==> config.mk <==
export PLATFORM = sky130hd
export DESIGN_NAME = uart_rx_fifo
export DESIGN_NICKNAME = d
export VERILOG_FILES = /design/src/rtl/uart_rx_fifo.sv
export SDC_FILE = /design/constraint.sdc
export NUM_CORES = 1
export LEC_CHECK = 0
export BUFFER_PORTS_ARGS = -buffer_cell sky130_fd_sc_hd__buf_4
export CAP_MARGIN = 5
export CORE_MARGIN = 3
export CORE_UTILIZATION = 63
export CTS_BUF_LIST = sky130_fd_sc_hd__clkbuf_4
export DETAILED_ROUTE_END_ITERATION = 7
export HOLD_SLACK_MARGIN = 0.02
export PLACE_DENSITY = 0.9
export SLEW_MARGIN = 5
export SYNTH_ARGS = -nofsm -noshare
export SYNTH_HDL_FRONTEND = slang
export SYNTH_SLANG_ARGS = --single-unit
==> constraint.sdc <==
create_clock -name clk -period 3.3 [get_ports clk]
set_input_delay 0.33 -clock clk [delete_from_list [all_inputs] [get_ports clk]]
set_output_delay 0.33 -clock clk [all_outputs]
set_load 0.05 [all_outputs]
==> src/rtl/uart_rx_fifo.sv <==
// 8N1 UART receiver with oversampled bit timing feeding a circular byte FIFO.
// Sticky overrun/framing flags are cleared by clr_flags; a set event beats a clear.
module uart_rx_fifo #(
  parameter int SERIAL_WCNT = 100,
  parameter int DEPTH_LOG2  = 4
) (
  input  logic                  clk,
  input  logic                  rst,
  input  logic                  rxd,
  input  logic                  pop,
  output logic [7:0]            dout,
  output logic                  empty,
  output logic [DEPTH_LOG2:0]   count,
  output logic                  overrun,
  output logic                  frame_err,
  input  logic                  clr_flags,
  output logic                  rx_busy
);

  localparam int DEPTH = 1 << DEPTH_LOG2;
  localparam int CW    = DEPTH_LOG2 + 1;
  localparam int CNT_W = $clog2(SERIAL_WCNT);

  localparam logic [CNT_W-1:0] HALF_LOAD = CNT_W'(SERIAL_WCNT / 2 - 1);
  localparam logic [CNT_W-1:0] FULL_LOAD = CNT_W'(SERIAL_WCNT - 1);
  localparam logic [CW-1:0]    DEPTH_C   = CW'(DEPTH);

  typedef enum logic [2:0] {
    IDLE,
    START,
    DATA,
    STOP,
    WAIT_HIGH
  } state_e;

  state_e                state_q, state_d;
  logic                  rxd_meta_q, rxd_meta_d;
  logic                  rxd_s_q, rxd_s_d;
  logic [CNT_W-1:0]      bcnt_q, bcnt_d;
  logic [2:0]            bidx_q, bidx_d;
  logic [7:0]            shreg_q, shreg_d;
  logic [DEPTH_LOG2-1:0] wr_ptr_q, wr_ptr_d;
  logic [DEPTH_LOG2-1:0] rd_ptr_q, rd_ptr_d;
  logic [CW-1:0]         cnt_q, cnt_d;
  logic                  overrun_q, overrun_d;
  logic                  frame_err_q, frame_err_d;
  logic [7:0]            mem_q [DEPTH];

  logic expire;
  logic push;
  logic ferr_set;
  logic pop_ok;
  logic full;
  logic wr_en;
  logic ovr_set;

  // Two-flop synchroniser; idle level is 1 so reset cannot fake a start bit.
  always_comb begin
    rxd_meta_d = rxd;
    rxd_s_d    = rxd_meta_q;
  end

  assign expire = (bcnt_q == '0);

  always_comb begin
    state_d  = state_q;
    bcnt_d   = bcnt_q;
    bidx_d   = bidx_q;
    shreg_d  = shreg_q;
    push     = 1'b0;
    ferr_set = 1'b0;
    case (state_q)
      IDLE: begin
        if (!rxd_s_q) begin
          bcnt_d  = HALF_LOAD;
          state_d = START;
        end
      end
      START: begin
        if (expire) begin
          if (rxd_s_q) begin
            state_d = IDLE;
          end else begin
            bcnt_d  = FULL_LOAD;
            bidx_d  = 3'd0;
            state_d = DATA;
          end
        end else begin
          bcnt_d = bcnt_q - 1'b1;
        end
      end
      DATA: begin
        if (expire) begin
          shreg_d[bidx_q] = rxd_s_q;
          bcnt_d          = FULL_LOAD;
          bidx_d          = bidx_q + 3'd1;
          if (bidx_q == 3'd7) state_d = STOP;
        end else begin
          bcnt_d = bcnt_q - 1'b1;
        end
      end
      STOP: begin
        if (expire) begin
          if (rxd_s_q) begin
            push    = 1'b1;
            state_d = IDLE;
          end else begin
            ferr_set = 1'b1;
            state_d  = WAIT_HIGH;
          end
        end else begin
          bcnt_d = bcnt_q - 1'b1;
        end
      end
      WAIT_HIGH: begin
        if (rxd_s_q) state_d = IDLE;
      end
      default: state_d = IDLE;
    endcase
  end

  // FIFO bookkeeping: a pop frees the slot a simultaneous full-FIFO push needs.
  always_comb begin
    pop_ok   = pop && (cnt_q != '0);
    full     = (cnt_q == DEPTH_C);
    wr_en    = push && (!full || pop_ok);
    ovr_set  = push && full && !pop_ok;
    wr_ptr_d = wr_en  ? wr_ptr_q + 1'b1 : wr_ptr_q;
    rd_ptr_d = pop_ok ? rd_ptr_q + 1'b1 : rd_ptr_q;
    cnt_d    = cnt_q;
    case ({wr_en, pop_ok})
      2'b10:   cnt_d = cnt_q + 1'b1;
      2'b01:   cnt_d = cnt_q - 1'b1;
      default: cnt_d = cnt_q;
    endcase
    overrun_d   = ovr_set  | (overrun_q   & ~clr_flags);
    frame_err_d = ferr_set | (frame_err_q & ~clr_flags);
  end

  always_ff @(posedge clk) begin
    if (rst) begin
      state_q     <= IDLE;
      rxd_meta_q  <= 1'b1;
      rxd_s_q     <= 1'b1;
      bcnt_q      <= '0;
      bidx_q      <= 3'd0;
      wr_ptr_q    <= '0;
      rd_ptr_q    <= '0;
      cnt_q       <= '0;
      overrun_q   <= 1'b0;
      frame_err_q <= 1'b0;
    end else begin
      state_q     <= state_d;
      rxd_meta_q  <= rxd_meta_d;
      rxd_s_q     <= rxd_s_d;
      bcnt_q      <= bcnt_d;
      bidx_q      <= bidx_d;
      wr_ptr_q    <= wr_ptr_d;
      rd_ptr_q    <= rd_ptr_d;
      cnt_q       <= cnt_d;
      overrun_q   <= overrun_d;
      frame_err_q <= frame_err_d;
    end
  end

  // Datapath storage carries no reset.
  always_ff @(posedge clk) begin
    shreg_q <= shreg_d;
    if (wr_en) mem_q[wr_ptr_q] <= shreg_q;
  end

  assign dout      = mem_q[rd_ptr_q];
  assign empty     = (cnt_q == '0);
  assign count     = cnt_q;
  assign overrun   = overrun_q;
  assign frame_err = frame_err_q;
  assign rx_busy   = (state_q != IDLE);

endmodule

==> metrics.md, run 1 <==
| Metric | Value |
|---|---|
| Status | finished, final reports clean |
| CTS Hold Bufs | 1 |
| Root buf cell | clkbuf_4 |
| DR vias/cell | 6.31 |
| PortBufs | 21 |
| Clk sinks | 170 |
| Post-CTS Setup Bufs | 0 |
| ANT nets after route | 0 |
| Synth-to-Final Area Change | 10.8% |
| Total GRT Usage | 24.0% |
| Top Ports | 22 |
| Clock Latency Late Sink | 0.53 ns |
| H-tree levels | 4 |
| Synth warnings | 0 |
| GP Congestion | 0.849 |
| Sequential Area | 0.00477 mm2 |
| Synthesized area | 0.00695 mm2 |
| Fin Hold WS | 0.105 ns |
| Setup crit end kind | register |
| Fillers | 611 |
| Post-DP HPWL | 8.86 mm |
| CP max FO | 6 |
| First-pass GRT wire length | 22.2 mm |
| DR WL/cell | 22.1 um |
| PnR Total Power | 4.96 mW |
| Clock-pin slew on the worst setup and hold paths | 0.13 ns |
| Least-Margin Pin Slew | 0.612 ns |
| Inserted Clock Buffers | 17 |
| Max-cap violations | 0 |
| Sum of negative setup slack | 0 ns |
| Post-synth EDFFs | 136 |
| Clock Skew | 0.0168 ns |
| Final min period | 2.91 ns |
| Critical Setup Path Class | register to register |
| CP Launch Type | register |
| Synth area leader | edfxtp_1 |
| Final hold vios | 0 |
| Sequential element share of the synthesized area | 68.6% |
| Final Net Count | 485 |
| Via Count | 3897 |
| Peak supply drop | 0.686 mV |
| Total power per unit cell area | 645 mW/mm2 |
| Unique masters post-synth | 44 |
| Required @ worst endpoint | 3.72 ns |
| Slew headroom | 59.1% |
| Routed WL | 13.7 mm |
| Count of state elements after synthesis | 170 |
| Initial antenna violation count | 0 |
| Hold WC Path Type | primary input to register |
| Global route total overflow | 0 |
| Die Span Y | 111 um |
| Multi-input gate area | 0.00205 mm2 |
| Vias in the first global route | 3947 |
| Die Wd | 111 um |
| Die Area | 0.0123 mm2 |
| Initial DRC Count | 343 |
| Syn_nets | 444 |
| Largest net degree at the start of global routing | 36 |
| Tcrit/Tclk final | 88.2% |
| RSZ-0062 raised after global routing | false |
| Core box area | 0.0105 mm2 |
| DRC violations left | 0 |
| FFs w/ async S/R, synth | 0% |
| Share of cells above drive strength 1 | 25.5% |
| Post-synthesis average cell area | 16.2 um2 |
| Max Fclk | 343 MHz |
| Clk buf depth | 2 |
| CP arrival | 3.34 ns |
| Initial core utilization | 66.1% |
| CTS resizes | 0 |
| Final setup violation count | 0 |
| Slew Viols, Final | 0 |
| Ant diodes | 0 |
| Mapped Cells | 428 |
| Row cnt | 37 |
| Main synth FF type | edfxtp_1 |
| Synth area leaders | edfxtp_1 (59%), mux4_2 (13%), dfxtp_1 (9.8%), nor2_1 (2.4%), ha_1 (2.0%) |
| Yosys top cell area share | 58.8% |
| CTS tree | yes |
| Pre-antenna DRT Iters | 5 |
| Leakage | 2.52 nW |
worst max-delay path: stages (launching register included):
cell and delay [ns]:
dfxtp_1 0.37, inv_1 0.10, ha_1 0.16, or4b_1 0.57, nor4_4 0.27, nor2_1 0.11, xor2_1 0.15, ha_1 0.24
o21a_1 0.20, nor4_1 0.21, a31oi_1 0.09, mux2_1 0.33
placed cells by master, fill, tap and decap left out, types with 5 or more instances in the layout:
master / instances
nand3_1: 7
edfxtp_1: 136
nor2_1: 45
mux2i_1: 5
clkbuf_4: 17
nor3_1: 12
mux4_2: 40
nand2b_1: 9
or3_1: 7
or2_2: 5
a21oi_1: 14
a211oi_1: 6
nand2_1: 17
o21ai_0: 6
buf_4: 42
dfxtp_1: 33
ha_1: 11
inv_1: 8
final timing paths:
check	startpoint	to	slack, ns	cells after the start
max	bcnt_q[0]	count[4]	0.39	11
min	clr_flags	overrun	0.10	4
max reg2reg	bcnt_q[0]	count[4]	0.39	11
min reg2reg	rxd_meta_q	rxd_s_q	0.43	1
per-stage QoR:
stage               instances  cell area [um2]  worst slack, ns  util [%]
finish                    618             7690            0.388      73.2
CTS                       618             7690            0.393      73.2
floorplan                 428             6950            0.411         -
global route              618             7690            0.225      73.2
detailed placement        585             7360            0.424      70.0
global placement          585             7360            0.581      70.0
synthesized netlist by cell type (all sizes together) (8+ instances only):
cell	number
nand2b	9
nor3	12
clkbuf	14
ha	11
a21oi	14
dfxtp	34
mux4	40
inv	8
nor2	45
nand2	17
edfxtp	136
buf	8
logic make-up after synthesis:
kind of cell,share of synthesized area (%)
AND/OR/NAND/NOR,8.29
adder cells (fa/ha/maj),1.98
flip-flops,68.6
XOR/XNOR,1.01
multiplexers,14.2
AO/OA/AOI/OAI,4.13
buffers and inverters,1.82
power by group:
| group | internal, mW | switching, mW | total [mW] |
|---|---|---|---|
| clock | 0.602 | 0.705 | 1.31 |
| combinational | 0.529 | 0.709 | 1.24 |
| sequential | 2.34 | 0.0774 | 2.41 |
metal layers:
layer | wire length, um | up-vias | part of all wire, % | GRT usage (%)
met3 | 840 | 28 | 6.1 | 6.11
met2 | 7400 | 178 | 54 | 40.7
met4 | 237 | 0 | 1.7 | 8.54
li1 | - | 1754 | - | -
met5 | 0 | - | 0 | 0
met1 | 5200 | 1937 | 38 | 30.2
area by class of cell:
cell class                      count  area share (%)
Sequential cell                   170            62.0
Multi-Input combinational cell    228            26.7
Timing Repair Buffer               44            4.49
Clock inverter                     15            2.59
Tap cell                          136            2.21
Clock buffer                       17            1.66
Inverter                            8           0.390
sequential cells by signal, summed over array words and instances (netlist names), named ones only:
register,count
rxd_s_q,1
rd_ptr_q,4
count,5
state_q,3
shreg_q,8
frame_err,1
mem_q,128
wr_ptr_q,4
rxd_meta_q,1
bidx_q,3
bcnt_q,7
overrun,1
(Power assumes the default switching activity.)
==> run 2, diff against run 1 <==
--- a/config.mk
+++ b/config.mk
@@ -8,11 +8,11 @@
 export BUFFER_PORTS_ARGS = -buffer_cell sky130_fd_sc_hd__buf_4
 export CAP_MARGIN = 5
 export CORE_MARGIN = 3
-export CORE_UTILIZATION = 63
+export CORE_UTILIZATION = 64
 export CTS_BUF_LIST = sky130_fd_sc_hd__clkbuf_4
 export DETAILED_ROUTE_END_ITERATION = 7
 export HOLD_SLACK_MARGIN = 0.02
-export PLACE_DENSITY = 0.9
+export PLACE_DENSITY = 0.91
 export SLEW_MARGIN = 5
 export SYNTH_ARGS = -nofsm -noshare
 export SYNTH_HDL_FRONTEND = slang
==> constraint.sdc (replaced) <==
create_clock -name clk -period 3.1 [get_ports clk]
set_input_delay 0.31 -clock clk [delete_from_list [all_inputs] [get_ports clk]]
set_output_delay 0.31 -clock clk [all_outputs]
set_load 0.05 [all_outputs]
==> run 2 against run 1 <==
Compared with the run above: routed wire length grew 2.8%; sequential cell count is the same; via count grew 1.7%; highest routed layer unchanged.
==> metrics.md, run 2 (synthesis gave the netlist of run 1 again) <==
| Metric | Value |
|---|---|
| Vias in the first global route | 3968 |
| Inserted Clock Buffers | 17 |
| Clock Latency Late Sink | 0.55 ns |
| Max-cap violations | 0 |
| Peak supply drop | 0.729 mV |
| Global route total overflow | 0 |
| Comb power frac | 24.4% |
| Critical hold path startpoint | clr_flags |
| Clk buf depth | 2 |
| Setup crit end kind | output port |
| Largest net degree at the start of global routing | 36 |
| Most frequent cells in the layout | edfxtp_1 (136), buf_4 (47), nor2_1 (45) |
| Final Net Count | 490 |
| First-pass GRT wire length | 22.3 mm |
| Clock-pin slew on the worst setup and hold paths | 0.14 ns |
| Final min period | 2.89 ns |
| Place WS | 0.186 ns |
| Setup ws final | 0.207 ns |
| RSZ-0062 raised after global routing | false |
| Via Count | 3965 |
| Worst R2R Path Depth | 10 |
| Reg-to-Reg End | count[4] |
| DR WL/cell | 22.5 um |
| Flop pwr share | 49.6% |
| CP max FO | 23 |
| Internal power | 3.63 mW |
| Top Registers | mem_q: 128 flops, shreg_q: 8 flops, bcnt_q: 7 flops |
| CP Launch Type | register |
| Final hold vios | 0 |
| Root buf cell | clkbuf_4 |
| Ant diodes | 0 |
| Initial core utilization | 66.7% |
| Worst r2r src | bcnt_q[0] |
| Slew Viols, Final | 0 |
| Post-DP HPWL | 9.44 mm |
| H-tree levels | 4 |
| Required @ worst endpoint | 2.79 ns |
| Sum of negative setup slack | 0 ns |
| Initial DRC Count | 466 |
| Die Wd | 110 um |
| Tcrit/Tclk final | 93.3% |
| Design area | 0.00772 mm2 |
| Synth-to-Final Area Change | 11.2% |
| Core box area | 0.0104 mm2 |
| Leakage | 2.56 nW |
| Clock Skew | 0.0157 ns |
| Die Span Y | 110 um |
| Routed WL | 14.0 mm |
| CTS tree | yes |
| Clk sinks | 170 |
| Hold EP | overrun |
| Total GRT Usage | 25.7% |
| Initial antenna violation count | 0 |
| Least-Margin Pin Slew | 0.695 ns |
| Die Area | 0.0121 mm2 |
| Top reg by flops | mem_q |
| PortBufs | 21 |
| DR vias/cell | 6.36 |
| GP Congestion | 0.885 |
| Clock power frac | 26.1% |
| Final setup violation count | 0 |
| Slew headroom | 53.6% |
| Min-Delay Path Depth | 4 |
| Reg2Reg Setup Slack | 0.24 ns |
| Number of flip-flops in the largest register | 128 |
| Post-CTS Setup Bufs | 0 |
| Max Fclk | 346 MHz |
| Critical Setup Path Class | register to output port |
| Placed Area | 0.00739 mm2 |
| Hold WC Path Type | primary input to register |
| Share of cells above drive strength 1 | 26.7% |
| CP arrival | 2.58 ns |
| Most common cell after layout, fill and taps aside | edfxtp_1 |
| Total power per unit cell area | 678 mW/mm2 |
| Sw Ratio | 30.7% |
| DRC violations left | 0 |
| Row cnt | 37 |
| Status | finished, final reports clean |
| Top Ports | 22 |
| Net Sw Power | 1.60 mW |
| ANT nets after route | 0 |
| Pre-antenna DRT Iters | 5 |
-- run 2: cell count changes in the layout (fill, tap and decap cells not counted) --
cell | previous run | this run
dfxtp_4 | 0 | 1
and2_2 | 0 | 1
inv_8 | 0 | 2
dfxtp_2 | 1 | 0
clkinv_2 | 1 | 2
buf_4 | 42 | 47
clkinvlp_4 | 3 | 0
and2_1 | 1 | 0
bufinv_16 | 4 | 3
clkinv_1 | 2 | 1
inv_6 | 2 | 4
-- run 2: critical path, cell delays in order, from the launching register on --
cell and delay [ns]:
dfxtp_4 0.51, buf_12 0.26, mux4_2 0.56, mux4_2 0.48, buf_4 0.21
-- run 2: per-layer routing --
metal,vias up,GRT usage (%),share of wire [%]
met5,-,0,0
li1,1763,-,-
met3,38,5.88,7.6
met2,210,42.6,52
met4,0,9.41,2.6
met1,1954,33.9,38
-- run 2: repair_timing --
action | CTS | global route
gates resized for setup | 0 | 2
endpoints found under the setup margin | 0 | 22
hold endpoints to repair | 1 | 0
hold buffers | 1 | 0
-- run 2: area by class of cell --
class,instances,area (um2)
inverter,8,30.0
timing repair buffer,49,383
multi-input combinational,228,2060
fill,611,2690
clock inverter,15,188
clock buffer,17,128
sequential,170,4770
tap,136,170
-- run 2: worst max-delay path by stage --
stage                             end  slack, ns  cells after the start
final                         dout[5]       0.21                      4
after CTS                     dout[5]      0.007                      4
after floorplan              count[4]       0.21                      9
after global placement       count[4]       0.36                     11
after detailed placement  mem_q[1][0]       0.19                      9
after global routing         count[4]    0.00006                     11
-- run 2: power by group through the flow --
stage                     clock network [mW]  registers [mW]  logic [mW]
after floorplan                            0            2.69       0.912
after global placement                     0            2.64        1.24
after detailed placement                   0            2.64        1.28
after CTS                               1.37            2.59        1.28
after global routing                    1.49            2.61        1.38
final                                   1.36            2.59        1.28
-- run 2: metrics by stage --
| step | power, mW | hold slack [ns] | instances | util, % |
|---|---|---|---|---|
| after global placement | 3.88 | 0.394 | 590 | 71.0 |
| after global routing | 5.47 | 0.0330 | 623 | 74.1 |
| after CTS | 5.25 | 0.0347 | 623 | 74.1 |
| final | 5.23 | 0.0650 | 623 | 74.1 |
| after floorplan | 3.60 | 0.389 | 428 | - |
| after detailed placement | 3.92 | 0.401 | 590 | 71.0 |
